**src/rtl/ysyx_22050019_pipe_ctrl.sv**
```systemverilog
// ---------------------------------------------------------------------------
// ysyx_22050019_pipe_ctrl
//   Central stall/flush sequencer for the 5-stage core (IF, ID, EX, MEM, WB).
//   Decides, each cycle, which pipeline registers hold, which load a bubble,
//   and whether the PC is redirected. Owns the multi-cycle MDU wait and the
//   deferral of an EX redirect that lands while a fetch is outstanding.
//
//   Optional feature: define PIPE_CTRL_PERF_EN to build the stall/flush
//   performance counters. Without it, both counter ports read 0 and no
//   counter flops exist.
//
// Ports
//   clk, rst_n            clock, synchronous active-low reset
//   id_rs1_*/id_rs2_*     ID source registers and their read enables
//   ex_rd_addr_i, ex_wen_i, ex_is_load_i   EX destination / load info
//   ex_redirect_i, ex_redirect_pc_i        EX taken-mispredict and target
//   mdu_start_i, mdu_done_i                multi-cycle mul/div handshake
//   if_busy_i, mem_busy_i                  fetch / LSU access outstanding
//   pc_stall_o, *_stall_o                  hold PC / pipeline register
//   *_flush_o                              load a bubble into register
//   pc_redirect_o, pc_redirect_addr_o      PC redirect and its target
//   perf_stall_cnt_o, perf_flush_cnt_o     performance counters
// ---------------------------------------------------------------------------
module ysyx_22050019_pipe_ctrl #(
  parameter int XLEN   = 64,
  parameter int RAW    = 5,
  parameter int PERF_W = 32
) (
  input  logic              clk,
  input  logic              rst_n,
  input  logic [RAW-1:0]    id_rs1_addr_i,
  input  logic              id_rs1_ren_i,
  input  logic [RAW-1:0]    id_rs2_addr_i,
  input  logic              id_rs2_ren_i,
  input  logic [RAW-1:0]    ex_rd_addr_i,
  input  logic              ex_wen_i,
  input  logic              ex_is_load_i,
  input  logic              ex_redirect_i,
  input  logic [XLEN-1:0]   ex_redirect_pc_i,
  input  logic              mdu_start_i,
  input  logic              mdu_done_i,
  input  logic              if_busy_i,
  input  logic              mem_busy_i,
  output logic              pc_stall_o,
  output logic              if_id_stall_o,
  output logic              id_ex_stall_o,
  output logic              ex_mem_stall_o,
  output logic              if_id_flush_o,
  output logic              id_ex_flush_o,
  output logic              ex_mem_flush_o,
  output logic              mem_wb_flush_o,
  output logic              pc_redirect_o,
  output logic [XLEN-1:0]   pc_redirect_addr_o,
  output logic [PERF_W-1:0] perf_stall_cnt_o,
  output logic [PERF_W-1:0] perf_flush_cnt_o
);

  typedef enum logic [1:0] {
    RUN        = 2'd0,
    MDU_WAIT   = 2'd1,
    REDIR_PEND = 2'd2
  } state_t;

  state_t            state_q, state_d;
  logic [XLEN-1:0]   pend_pc_q, pend_pc_d;
  // An mdu_done pulse can arrive while mem_busy freezes the pipe; remember it
  // so the MDU wait still ends once the LSU releases.
  logic              done_seen_q, done_seen_d;
  logic              load_use;

  // x0 never carries a dependency, so rd==0 suppresses the hazard.
  assign load_use = ex_is_load_i && ex_wen_i && (ex_rd_addr_i != '0) &&
                    ((id_rs1_ren_i && (id_rs1_addr_i == ex_rd_addr_i)) ||
                     (id_rs2_ren_i && (id_rs2_addr_i == ex_rd_addr_i)));

  // NOTE: every signal written here gets a default first, so no path leaves
  // a value unassigned and no latch is inferred.
  always_comb begin
    state_d            = state_q;
    pend_pc_d          = pend_pc_q;
    done_seen_d        = done_seen_q;
    pc_stall_o         = 1'b0;
    if_id_stall_o      = 1'b0;
    id_ex_stall_o      = 1'b0;
    ex_mem_stall_o     = 1'b0;
    if_id_flush_o      = 1'b0;
    id_ex_flush_o      = 1'b0;
    ex_mem_flush_o     = 1'b0;
    mem_wb_flush_o     = 1'b0;
    pc_redirect_o      = 1'b0;
    pc_redirect_addr_o = '0;

    // Controls are forced quiet while reset is held.
    if (rst_n) begin
      if (mem_busy_i) begin
        // LSU stall freezes everything up to MEM; state is untouched.
        pc_stall_o     = 1'b1;
        if_id_stall_o  = 1'b1;
        id_ex_stall_o  = 1'b1;
        ex_mem_stall_o = 1'b1;
        mem_wb_flush_o = 1'b1;
        if (state_q == REDIR_PEND) if_id_flush_o = 1'b1;
        if (state_q == MDU_WAIT && mdu_done_i) done_seen_d = 1'b1;
      end else if (state_q == MDU_WAIT) begin
        if (mdu_done_i || done_seen_q) begin
          state_d     = RUN;
          done_seen_d = 1'b0;
        end else begin
          pc_stall_o     = 1'b1;
          if_id_stall_o  = 1'b1;
          id_ex_stall_o  = 1'b1;
          ex_mem_flush_o = 1'b1;
        end
      end else if (state_q == RUN && mdu_start_i && !mdu_done_i) begin
        // start together with done is a single-cycle op and needs no wait.
        pc_stall_o     = 1'b1;
        if_id_stall_o  = 1'b1;
        id_ex_stall_o  = 1'b1;
        ex_mem_flush_o = 1'b1;
        state_d        = MDU_WAIT;
      end else if (state_q == RUN && ex_redirect_i) begin
        // The ID instruction is wrong-path, so a load-use on it is moot.
        if_id_flush_o = 1'b1;
        id_ex_flush_o = 1'b1;
        if (if_busy_i) begin
          pend_pc_d = ex_redirect_pc_i;
          state_d   = REDIR_PEND;
        end else begin
          pc_redirect_o      = 1'b1;
          pc_redirect_addr_o = ex_redirect_pc_i;
        end
      end else if (state_q == REDIR_PEND) begin
        // Whatever the outstanding fetch returns is wrong-path.
        if_id_flush_o = 1'b1;
        if (!if_busy_i) begin
          pc_redirect_o      = 1'b1;
          pc_redirect_addr_o = pend_pc_q;
          state_d            = RUN;
        end
      end else if (load_use) begin
        pc_stall_o    = 1'b1;
        if_id_stall_o = 1'b1;
        id_ex_flush_o = 1'b1;
      end else if (if_busy_i) begin
        pc_stall_o    = 1'b1;
        if_id_flush_o = 1'b1;
      end
    end
  end

  // NOTE: sequential state uses non-blocking assignments so every flop
  // samples the pre-edge values regardless of statement order.
  always_ff @(posedge clk) begin
    if (!rst_n) begin
      state_q     <= RUN;
      pend_pc_q   <= '0;
      done_seen_q <= 1'b0;
    end else begin
      state_q     <= state_d;
      pend_pc_q   <= pend_pc_d;
      done_seen_q <= done_seen_d;
    end
  end

`ifdef PIPE_CTRL_PERF_EN
  logic [PERF_W-1:0] stall_cnt_q, flush_cnt_q;

  // Free-running counters; they wrap naturally at 2^PERF_W.
  always_ff @(posedge clk) begin
    if (!rst_n) begin
      stall_cnt_q <= '0;
      flush_cnt_q <= '0;
    end else begin
      if (pc_stall_o)    stall_cnt_q <= stall_cnt_q + 1'b1;
      if (id_ex_flush_o) flush_cnt_q <= flush_cnt_q + 1'b1;
    end
  end

  assign perf_stall_cnt_o = stall_cnt_q;
  assign perf_flush_cnt_o = flush_cnt_q;
`else
  assign perf_stall_cnt_o = '0;
  assign perf_flush_cnt_o = '0;
`endif

endmodule

```
**config.mk**
```make
export PLATFORM = sky130hd
export DESIGN_NAME = ysyx_22050019_pipe_ctrl
export DESIGN_NICKNAME = d
export VERILOG_FILES = /design/src/rtl/ysyx_22050019_pipe_ctrl.sv
export SDC_FILE = /design/constraint.sdc
export NUM_CORES = 1
export LEC_CHECK = 0
export BUFFER_PORTS_ARGS = -buffer_cell sky130_fd_sc_hd__buf_4
export CAP_MARGIN = 10
export CORE_AREA = 2 2 106 108
export DETAILED_ROUTE_END_ITERATION = 10
export DIE_AREA = 0 0 108 110
export PLACE_DENSITY = 0.76
export SETUP_SLACK_MARGIN = 0.5
export SLEW_MARGIN = 40
export SYNTH_ARGS = -nofsm -noshare
export SYNTH_HDL_FRONTEND = slang
export SYNTH_SLANG_ARGS = --single-unit
```
**constraint.sdc**
```tcl
create_clock -name clk -period 2.3 [get_ports clk]
set_clock_uncertainty 0.2 [all_clocks]
set_input_delay 0.345 -clock clk [delete_from_list [all_inputs] [get_ports clk]]
set_output_delay 0.345 -clock clk [all_outputs]
set_load 0.005 [all_outputs]
```
==> impl_results.md <==
* Crit-path max FO at 3
* Initial Util at 41.0%
* Area contributors post-synth: dfxtp_1 31%, a32oi_1 13%, buf_4 11%
* Post-Layout Cell Count at 907
* Failing checks: negative setup slack
* First-pass GRT wire length at 19800 um
* Die area at 11900 um^2
* Post-detailed-routing wire length at 15700 um
* # setup viols final at 70
* Clock Path Buffers at 2
* Min-delay worst type: in2reg
* Initial antenna violation count at 0
* Crit path largest cell delay at 0.40 ns
* Most frequent standard cell in the layout excluding fill and tap cells: buf_4
* Crit path max-delay family: simple AND/OR/NAND/NOR gates
* Residual DRC count at 0
* Maximum operating frequency at 386 MHz
* Via count at 4852
* CTS root buffer: clkbuf_8
* Vias per Instance at 5.35
* Synth warn at 0
* Flop and latch count out of synthesis at 67
* Worst-skew pair later-pin latency at 0.33 ns
* Total gr overflow at 0
* Final ANT Viol Nets at 0
* Drt initial violations at 292
* GRT Total Usage at 20.8%
* Worst vdd ir at 349 uV
* Largest net degree at the start of global routing at 38
* Max-cap viol count at 0
* Ant diodes at 0
* Fin area at 7040 um^2
* Compound-gate portion of the synthesized area at 27.4%
* Placer congestion estimate at 0.845
* Reg2reg start: state_q[1]
* Tcrit/Tclk final at 113%
* Min setup slack post-route at -0.289 ns
* Post-synthesis adder-cell area fraction at 0.856%
* Hold path startpoint: ex_redirect_pc_i[29]
* Row count at 38
* Most frequent cells in the layout: 173 x buf_4, 129 x nand2_1, 65 x dfxtp_1
* CTS tree: done
* Final net count at 855
* Multiplexer share of the synthesized area at 0.228%
* Die span in x at 108 um
* Router iterations before antenna repair at 5
* Hpwl dp at 8520 um
* Min Clock Period, post-route at 2.59 ns
* CP startpoint kind: flop
* Clock slew seen by the registers of the worst setup and hold paths at 0.08 ns
* Hold-fix buffers, CTS at 0
* Critical Path Sink Type: primary output
* WL/cell at 17.3 um
* # port buffers at 162
* Worst slew pin tran at 0.517 ns
* Worst EP arrival at 2.04 ns
* Post-Synthesis Cells at 576
* Worst EP required at 1.75 ns
* Largest family of logic cells by synthesized area: compound AO/OA/AOI/OAI gates
* CORE AREA at 10700 um^2
* TritonCTS buffer count at 9
* Slowest cell on crit path: or3b_4
* Crit path launch: state_q[1]
* Die height at 110 um
* Worst setup path category: reg2out
* # IOs at 227
* Fill cells at 865
* Max Slew Vio Count at 0
* Top cell type's share of synthesized area at 30.6%
* Area Growth Syn to Fin at 60.5%
* Simple-Gate Fraction of Synth Area at 21.0%
* Crit path buffers/inverters at 2
* Max_slew headroom at 65.3%
* Post-Synth XOR/XNOR Area at 2.00%
* Vias in the first global route at 4082
* Lkg Pwr at 2.91 nW
* H-tree Lvls at 3
* RSZ-0062 raised after global routing: true
* Final hold viol count at 0
* Pwr dens at 454 nW/um^2
* Cells along the critical path: inv_2 > ha_4 > or3b_4 > a21o_1 > or3_1 > o21ai_1 > buf_4
* Cell area after synthesis at 4380 um^2
* Seq/Total Area, Yosys at 30.6%
* CTS Sinks at 67
* Placed cell count at 845
* Area leader, netlist: dfxtp_1
* Status: finished with violations
* Share of cells above drive strength 1 at 42.9%
* Yosys cell types at 45
* Placed Area at 5600 um^2
* Avg Synthesized Cell Area at 7.61 um^2
-- metrics by stage --
stage               setup TNS, ns  util (%)  power [mW]  hold slack, ns  setup WS, ns
finish                     -13.08      65.8        3.19          0.0637        -0.289
global placement                0      52.3        1.85           0.240        0.0549
CTS                        -15.28      57.7        2.97          0.0436        -0.292
floorplan                       0         -        1.68           0.228       0.00811
global route               -19.27      65.8        3.32          0.0505        -0.357
detailed placement              0      52.3        1.86           0.246        0.0388
-- registers in the layout, summed over array words and instances (netlist names) --
register     flops
pend_pc_q       64
state_q          2
done_seen_q      1
-- layout make-up --
cell class,count,area [um^2],share of cell area (%)
Clock buffer,10,138,1.96
Clock inverter,6,63.8,0.907
Inverter,4,15.0,0.213
Multi-Input combinational cell,452,2960,42.1
Sequential cell,67,1340,19.1
Tap cell,140,175,2.49
Timing Repair Buffer,228,2340,33.3
-- Yosys cell counts, drive strengths merged --
cell type and instances:
nor2 66, nand3b 1, buf 90, a2111oi 2
o31ai 1, o21a 1, o211ai 1, o21ai 5
xor2 8, nand4 1, or4 2, nand2b 4
dfxtp 67, inv 4, a211oi 2, a21o 1
or3 1, and2 2, ha 3, nand3 2
a211o 3, o221a 1, clkbuf 27, nor3 3
nor2b 3, or2 1, conb 1, a32oi 65
or3b 1, o21bai 1, xnor2 2, mux2i 1
a21oi 4, nor4 4, nand2 130, and3 1
a21boi 64
-- cells by family after synthesis --
logic type | count (synthesis)
buffers and inverters | 121
adders and majority gates | 3
DFF | 67
xor gates and xnor gates | 10
muxes | 1
other | 1
AOI/OAI and AO/OA | 151
and+or+nand+nor | 222
-- path summary, 6_finish.rpt --
check	end	slack [ns]	cells after the start
worst max-delay path	id_ex_flush_o	-0.29	7
worst min-delay path	pend_pc_q[29]	0.06	3
worst max register to register	pend_pc_q[13]	0.09	9
worst min register to register	pend_pc_q[4]	0.25	2
-- timing repair --
item	in CTS	in global routing
buffers inserted	5	14
setup endpoints to repair	137	137
gates cloned	7	20
resized for setup	25	72
pin swaps	4	19
-- worst reg2reg max path: cells and delay by family, from the launching register on --
family | cells | cell delay [ns]
simple gates | 3 | 0.78
fa+ha+maj | 1 | 0.16
buf+inv | 4 | 0.53
compound gates | 1 | 0.08
flops | 1 | 0.33
-- report_power, final --
| group | switching (mW) | leakage (nW) | internal [mW] |
|---|---|---|---|
| Clock | 0.476 | 0.0987 | 0.531 |
| Combinational | 0.472 | 2.27 | 0.495 |
| Sequential | 0.0223 | 0.544 | 1.20 |
-- layer usage --
layer | GRT usage (%) | wire length (um) | vias up
met5 | 0 | 0 | -
met4 | 6.41 | 283 | 0
met3 | 4.17 | 1080 | 20
met2 | 36.4 | 7920 | 258
met1 | 25.9 | 6400 | 2309
li1 | - | - | 2265
Power figures use the tool's default switching activity.
